**src/rtl/as_rx_fifo.sv**
```systemverilog
// Receive FIFO between the UART receiver and the CPU bus: buffers received bytes,
// flags dropped bytes (overrun) and raises a level interrupt at a programmable fill level.
module as_rx_fifo #(
    parameter  int WIDTH = 8,
    parameter  int DEPTH = 16,
    localparam int AW    = $clog2(DEPTH)
) (
    input  logic             clk_i,
    input  logic             rst_i,
    input  logic             wr_i,
    input  logic [WIDTH-1:0] wr_data_i,
    input  logic             rd_i,
    output logic [WIDTH-1:0] rd_data_o,
    input  logic             flush_i,
    input  logic             clr_ovr_i,
    input  logic [AW:0]      thresh_i,
    output logic             empty_o,
    output logic             full_o,
    output logic [AW:0]      count_o,
    output logic             overrun_o,
    output logic             irq_o
);

    localparam logic [AW:0] FULL_CNT = (AW+1)'(DEPTH);

    logic [WIDTH-1:0] mem_q [DEPTH];

    logic [AW-1:0] wr_ptr_q, wr_ptr_d;
    logic [AW-1:0] rd_ptr_q, rd_ptr_d;
    logic [AW:0]   count_q, count_d;
    logic          overrun_q, overrun_d;

    logic is_empty;
    logic is_full;
    logic pop_ok;
    logic push_ok;
    logic ovr_evt;

    assign is_empty = (count_q == '0);
    assign is_full  = (count_q == FULL_CNT);

    // A pop frees a slot in the same cycle, so a full FIFO still accepts a push alongside it.
    assign pop_ok  = rd_i && !is_empty;
    assign push_ok = wr_i && (!is_full || pop_ok);
    assign ovr_evt = wr_i && is_full && !pop_ok;

    always_comb begin
        wr_ptr_d  = wr_ptr_q;
        rd_ptr_d  = rd_ptr_q;
        count_d   = count_q;
        overrun_d = overrun_q;

        if (flush_i) begin
            wr_ptr_d  = '0;
            rd_ptr_d  = '0;
            count_d   = '0;
            overrun_d = 1'b0;
        end else begin
            if (push_ok) begin
                wr_ptr_d = wr_ptr_q + AW'(1);
            end
            if (pop_ok) begin
                rd_ptr_d = rd_ptr_q + AW'(1);
            end
            if (push_ok && !pop_ok) begin
                count_d = count_q + (AW+1)'(1);
            end else if (pop_ok && !push_ok) begin
                count_d = count_q - (AW+1)'(1);
            end
            // A new drop outranks a clear issued in the same cycle.
            if (ovr_evt) begin
                overrun_d = 1'b1;
            end else if (clr_ovr_i) begin
                overrun_d = 1'b0;
            end
        end
    end

    always_ff @(posedge clk_i or posedge rst_i) begin
        if (rst_i) begin
            wr_ptr_q  <= '0;
            rd_ptr_q  <= '0;
            count_q   <= '0;
            overrun_q <= 1'b0;
        end else begin
            wr_ptr_q  <= wr_ptr_d;
            rd_ptr_q  <= rd_ptr_d;
            count_q   <= count_d;
            overrun_q <= overrun_d;
        end
    end

    // Storage is deliberately not reset; validity is tracked by count_q alone.
    always_ff @(posedge clk_i) begin
        if (push_ok && !flush_i) begin
            mem_q[wr_ptr_q] <= wr_data_i;
        end
    end

    assign rd_data_o = is_empty ? '0 : mem_q[rd_ptr_q];
    assign empty_o   = is_empty;
    assign full_o    = is_full;
    assign count_o   = count_q;
    assign overrun_o = overrun_q;
    // Thresholds above DEPTH can never be reached, so the interrupt stays low for them.
    assign irq_o     = (thresh_i != '0) && (count_q >= thresh_i);

endmodule

```
**config.mk**
```make
export PLATFORM = sky130hd
export DESIGN_NAME = as_rx_fifo
export DESIGN_NICKNAME = d
export VERILOG_FILES = /design/src/rtl/as_rx_fifo.sv
export SDC_FILE = /design/constraint.sdc
export NUM_CORES = 1
export LEC_CHECK = 0
export BUFFER_PORTS_ARGS = -buffer_cell sky130_fd_sc_hd__buf_2
export CAP_MARGIN = 15
export CELL_PAD_IN_SITES_DETAIL_PLACEMENT = 1
export CELL_PAD_IN_SITES_GLOBAL_PLACEMENT = 1
export CORE_ASPECT_RATIO = 1.1
export CORE_MARGIN = 1
export CORE_UTILIZATION = 25
export CTS_CLUSTER_SIZE = 30
export DETAILED_ROUTE_END_ITERATION = 16
export PLACE_DENSITY_LB_ADDON = 0.1
export SYNTH_ARGS = -nofsm -noshare
export SYNTH_HDL_FRONTEND = slang
export SYNTH_SLANG_ARGS = --single-unit
```
**constraint.sdc**
```tcl
create_clock -name clk_i -period 4.8 [get_ports clk_i]
set_input_delay 0.48 -clock clk_i [delete_from_list [all_inputs] [get_ports clk_i]]
set_output_delay 0.48 -clock clk_i [all_outputs]
set_load 0.03 [all_outputs]
```
==> metrics.md, run 1 <==
| Metric | Value |
|---|---|
| Vias/cell | 4.533 |
| ANT nets after route | 0 |
| FF-to-FF setup slack | 1.96 ns |
| Final setup fails | 0 |
| Htree depth | 4 |
| Post-synthesis net count | 376 |
| Clock transition at path regs | 0.06 ns |
| Worst-skew pair later-pin latency | 0.41 ns |
| CP max-delay cell | dfrtp_2 |
| CP endpoint kind | primary output |
| Grt ovf | 0 |
| Worst Skew | 0.006949 ns |
| RR Startpoint | count_o[3] |
| Clk sink count | 142 |
| Final nets | 415 |
| Leakage Power | 2.354 nW |
| WL met3 | 360 um |
| M1 WL | 7.008 mm |
| Clock buffer depth | 2 |
| Rows | 59 |
| Clock root cell | clkbuf_16 |
| Worst path arrival time | 2.81 ns |
| Avg Cell Area, Syn | 17.90 um^2 |
| Largest net degree at the start of global routing | 36 |
| CTS tree | done |
| Number of cells upsized or downsized after cts | 0 |
| Buffers on Ports | 35 |
| Initial Utilization | 25.68% |
| Ports | 36 |
| Gp weighted congestion | 0.6622 |
| Worst-Margin Slew | 1.111 ns |
| Finished Layout Cells | 698 |
| Share of layout cells above drive strength 1 | 28.50% |
| Drt drc | 0 |
| Max_slew headroom | 25.65% |
| CTS Buf Count | 17 |
| Fmax | 0.3037 GHz |
| Hold Buf Count CTS | 0 |
| WHS | 0.1509 ns |
| Critical path launch point type | flip-flop |
| Synth async-reset ratio | 9.859% |
| Wirelength per Cell | 21.28 um |
| First-pass GRT wire length | 22.63 mm |
| Post-Synthesis Cell Area | 6123 um^2 |
| Period utilization | 68.60% |
| RSZ-0062 raised after global routing | no |
| Vias in the first global route | 3560 |
| Antenna Cells | 0 |
| Tot GR Track Use | 12.81% |
| WL met2 | 7.353 mm |
| Die W | 151.2 um |
| Most frequent cells in the layout | 128 x edfxtp_1, 35 x buf_2, 32 x mux4_2, 29 x nor2_1, 17 x clkbuf_16 |
| Mapped Cells | 342 |
| Synth Register Bits | 142 |
| Worst flop-to-flop path endpoint | count_o[4] |
| Total power | 3.642 mW |
| DIE AREA | 25120 um^2 |
| Setup tns final | 0 ns |
| Total vias in the final route | 3164 |
| Max IR drop VDD | 0.0001822 V |
| Ys flop type | edfxtp_1 |
| Commonest non-fill, non-tap cell in the layout | edfxtp_1 |
| Reg2reg path depth | 8 |
| Layout overhead on the synthesized area | 17.25% |
| Max-cap viol count | 0 |
| Number of synthesized flops with an enable pin | 128 |
| Post-CTS Setup Bufs | 0 |
| Pwr dens | 507.3 nW/um^2 |
| Final hold vios | 0 |
| Post-synth cell types | 46 |
| Drt pass-1 iters | 4 |
| Place WS | 1.824 ns |
| WP data required | 4.32 ns |
| Starting DRT DRC Count | 230 |
| WL final | 14.85 mm |
| Initial antenna violation count | 0 |
| Crit path cell chain | mux4_2 > nor2b_1 > a211oi_1 > a211oi_1 > buf_2 |
| Status | complete, no violations |
| Hold Crit Class | primary input to async pin |
| CP max stage delay | 0.91 ns |
| Die Height | 166.1 um |
| Crit-path max FO | 25 |
| Final WS setup | 1.507 ns |
| Post-DP HPWL | 9.558 mm |
| DR top layer | met4 |
| Top cell by count, worst path | a211oi_1 |
| Setup CP Type | flip-flop to primary output |
| Final slew viol count | 0 |
| Syn. warnings | 0 |
| Crit path time final | 3.293 ns |
| Seq/Total Area, Yosys | 68.49% |
| Core Region | 23840 um^2 |
| DP Cell Count | 666 |
==> metal layers <==
layer  vias up  GRT usage, %
met1      1681         16.86
met5         -             0
met3         8         2.995
met4         0         3.913
li1       1428             -
met2        47         20.73
==> cells by family after synthesis <==
family / synth area share [%]
flops: 68.49
simple gates: 5.558
mux: 14.30
compound gates: 4.823
buf+inv: 2.636
fa+ha+maj: 3.188
xor+xnor: 1.001
==> critical path: cells and delay by family, from the launching register on <==
| kind | cells | cell delay, ns |
|---|---|---|
| AOI/OAI and AO/OA | 2 | 0.51 |
| and+or+nand+nor | 1 | 0.14 |
| muxes | 1 | 0.58 |
| buffers and inverters | 1 | 0.24 |
| DFF | 1 | 0.91 |
==> synth_stat cells, types with 2 or more instances <==
| master | count | share of area [%] |
|---|---|---|
| a211o_1 | 2 | 0.29 |
| mux4_2 | 32 | 12 |
| or4_1 | 2 | 0.25 |
| mux2_4 | 3 | 0.74 |
| o211ai_1 | 4 | 0.49 |
| nand2b_1 | 2 | 0.20 |
| mux2i_1 | 11 | 1.8 |
| nand3_1 | 3 | 0.25 |
| nand2_1 | 6 | 0.37 |
| nor2b_1 | 11 | 1.1 |
| inv_1 | 9 | 0.55 |
| buf_4 | 3 | 0.37 |
| or3_1 | 3 | 0.31 |
| nand3b_1 | 2 | 0.25 |
| xnor2_1 | 4 | 0.57 |
| ha_1 | 14 | 2.9 |
| a21oi_1 | 6 | 0.49 |
| nor2_1 | 29 | 1.8 |
| buf_2 | 7 | 0.57 |
| dfrtp_1 | 14 | 5.7 |
| edfxtp_1 | 128 | 63 |
| clkbuf_1 | 3 | 0.18 |
| a211oi_1 | 16 | 2.0 |
| xor2_1 | 3 | 0.43 |
| buf_6 | 4 | 0.74 |
==> per-stage QoR <==
stage | cell area (um^2) | util (%)
2_1_floorplan | 6123 | -
3_3_place_gp | 6564 | 27.53
3_5_place_dp | 6575 | 27.58
4_1_cts | 7168 | 30.06
5_1_grt | 7179 | 30.11
6_report | 7179 | 30.11
==> area by class of cell <==
cell class              count  area [um^2]
fillers                  2480        16660
flip-flops and latches    142         4198
multi-input cells         173         1768
clock buffers              18        429.2
well taps                 305        381.6
repair buffers             38        205.2
clock inverters            13        163.9
inverters                   9        33.78
==> registers in the layout (all words and copies together), names as in the netlist <==
register	flops
mem_q	128
rd_ptr_q	4
wr_ptr_q	4
count_o	5
overrun_o	1
==> worst max path at each step <==
stage,cells past startpoint,end,startpoint
after CTS,5,rd_data_o[1],rd_ptr_q[1]
after floorplan,8,count_o[4],count_o[0]
after detailed placement,5,rd_data_o[1],rd_ptr_q[1]
after global placement,5,rd_data_o[1],rd_ptr_q[1]
after global routing,5,rd_data_o[1],rd_ptr_q[1]
final,5,rd_data_o[1],rd_ptr_q[1]
==> power by group <==
part	leakage, nW	internal [mW]	switching (mW)	total [mW]
clock	0.276	0.816	0.517	1.33
combinational	0.741	0.341	0.446	0.788
sequential	1.34	1.38	0.138	1.52
total	2.35	2.54	1.10	3.64
Note: power is estimated with default switching activity, not from simulation.
==> inputs of run 2 (changes only) <==
- ABC_AREA: default -> 1
- clock period: 4.8 -> 3.39 ns (I/O delays scaled with it)
==> metrics.md, run 2 <==
| Metric | Value |
|---|---|
| Status | complete, no violations |
| Worst path arrival time | 2.46 ns |
| Crit-path max FO | 17 |
| Gp weighted congestion | 0.7297 |
| Pwr dens | 748.3 nW/um^2 |
| Commonest non-fill, non-tap cell in the layout | nand2_1 |
| Share of layout cells above drive strength 1 | 15.68% |
| Final nets | 665 |
| Rows | 60 |
| Ys flop type | edfxtp_1 |
| Crit path time final | 2.800 ns |
| Grt ovf | 0 |
| Final slew viol count | 0 |
| Critical path launch point type | flip-flop |
| Worst-Margin Slew | 0.8199 ns |
| Worst Skew | 0.008088 ns |
| Die Height | 168.8 um |
| CTS tree | done |
| Number of synthesized flops with an enable pin | 128 |
| Hold Crit Class | primary input to async pin |
| Share of the synthesized area in the top cell type | 60.77% |
| Setup tns final | 0 ns |
| Clock buffer depth | 2 |
| Vias/cell | 4.548 |
| Mapped Cells | 580 |
| Drt pass-1 iters | 4 |
| Vias in the first global route | 4756 |
| Max IR drop VDD | 0.0003467 V |
| Dominant cell type by area after synthesis | edfxtp_1 |
| Core Region | 24620 um^2 |
| Final setup fails | 0 |
| Layout overhead on the synthesized area | 19.15% |
| Largest net degree at the start of global routing | 41 |
| CP max-delay cell | dfrtp_1 |
| Initial Utilization | 25.69% |
| ANT nets after route | 0 |
| Most frequent cell after synthesis | nand2_1 |
| Tot GR Track Use | 14.76% |
| Number of cells upsized or downsized after cts | 0 |
| Htree depth | 4 |
| CP delay by family, top | buffers and inverters |
| Post-DP HPWL | 11.94 mm |
| Buffers on Ports | 35 |
| Avg Cell Area, Syn | 10.90 um^2 |
| Die W | 153.7 um |
| Clock transition at path regs | 0.06 ns |
| Total power | 5.639 mW |
| Post-synthesis net count | 614 |
| Clock root cell | clkbuf_16 |
| CP bufs+invs | 3 |
| WP data required | 3.05 ns |
| Drt drc | 0 |
| Post-synth cell types | 30 |
| Leakage Power | 2.928 nW |
| Wirelength per Cell | 18.84 um |
| Max_slew headroom | 45.14% |
| Synth Register Bits | 142 |
| Number of flip-flops in the largest register | 128 |
| Setup CP Type | flip-flop to primary output |
| CP endpoint kind | primary output |
| Post-CTS Setup Bufs | 0 |
| Hold Buf Count CTS | 0 |
| Antenna Cells | 0 |
| CTS Buf Count | 17 |
| Total vias in the final route | 4339 |
| Max-cap viol count | 0 |
| Ports | 36 |
| RSZ-0062 raised after global routing | no |
| Post-Synthesis Cell Area | 6325 um^2 |
| Most common library cells after synthesis | 194 x nand2_1, 128 x edfxtp_1, 117 x nand3_1, 23 x nor2_1, 21 x inv_1 |
| Worst-skew pair later-pin latency | 0.42 ns |
| Crit path cell chain | inv_1 > buf_12 > nand3_1 > nand3_1 > nand2_1 > nand2_1 > a21oi_1 > buf_2 |
| Fmax | 0.3571 GHz |
| DIE AREA | 25940 um^2 |
| Initial antenna violation count | 1 |
| Final hold vios | 0 |
| Clk sink count | 142 |
| Synth top area cells | edfxtp_1 61%, nand2_1 12%, nand3_1 9.3% |
| Busiest grt layer | met2 |
| Synth async-reset ratio | 9.859% |
| M1 GR Usage | 17.44% |
| Largest Register | mem_q |
| Grt met2 use | 26.40% |
| Starting DRT DRC Count | 116 |
| Met3 Use GR | 2.739% |
| Period utilization | 82.60% |
| Seq/Total Area, Yosys | 66.31% |
| First-pass GRT wire length | 27.91 mm |
| CP max stage delay | 0.65 ns |
| Most frequent cells in the layout | 194 x nand2_1, 128 x edfxtp_1, 117 x nand3_1, 35 x buf_2, 23 x nor2_1 |
| Syn. warnings | 0 |
| WL final | 17.97 mm |
==> run 2: worst register-to-register path, stage by stage, from the launching register on <==
cell     delay, ns
dfrtp_1       0.47
nor2_2        0.20
nand3_2       0.13
nand2_4       0.13
nand3_4       0.17
fa_1          0.46
nand3_1       0.13
nand4_1       0.09
nand2_1       0.11
inv_1         0.04
nand2_1       0.05
nand2_1       0.05
nand2_1       0.05
nand2_1       0.04
==> run 2: final timing paths <==
kind                       slack (ns)         from      endpoint  depth (start not counted)
setup / recovery                 0.59  rd_ptr_q[1]  rd_data_o[0]                          8
hold / removal                   0.03        rst_i    count_o[2]                          2
setup reg to reg                 1.17   count_o[0]    count_o[4]                         13
hold reg to reg                  0.55    overrun_o     overrun_o                          2
max in group asynchronous        2.86        rst_i   rd_ptr_q[0]                          2
min in group clk_i               0.17    clr_ovr_i     overrun_o                          4
==> run 2: logic make-up after synthesis <==
kind of cell	count (synthesis)	synth area share (%)
DFF	142	66.31
adders and majority gates	15	3.086
buffers and inverters	51	4.253
AOI/OAI and AO/OA	22	1.958
xor gates and xnor gates	4	0.5539
and+or+nand+nor	346	23.84
==> run 2: layout make-up <==
class                      instances  area, um^2
inverter                          25       93.84
clock buffer                      18       429.2
multi-input combinational        387        1862
timing repair buffer              58       360.3
clock inverter                    14       207.7
tap                              310       387.9
sequential                       142        4195
fill                            2770       17090
==> run 2: per-layer routing <==
layer,up-vias,wire length [um]
li1,2100,-
met3,24,482
met5,-,8
met2,47,9226
met4,2,381
met1,2166,7874
==> run 2: report_power, final <==
| part | internal [mW] | switching (mW) | total [mW] | leakage, nW |
|---|---|---|---|---|
| combinational | 0.456 | 1.14 | 1.60 | 1.28 |
| clock | 1.25 | 0.770 | 2.02 | 0.304 |
| sequential | 1.96 | 0.0657 | 2.02 | 1.34 |
==> run 2: per-stage QoR <==
stage | util (%) | cells | setup slack, ns | instance area (um^2) | hold WS [ns]
after global routing | 30.60 | 954 | 0.3908 | 7536 | 0.06299
after detailed placement | 28.02 | 922 | 0.9412 | 6899 | 0.4991
final | 30.60 | 954 | 0.5899 | 7536 | 0.02533
after CTS | 30.60 | 954 | 0.4783 | 7536 | 0.04091
after floorplan | - | 580 | 1.289 | 6325 | 0.2282
after global placement | 28.02 | 922 | 0.9813 | 6899 | 0.4912
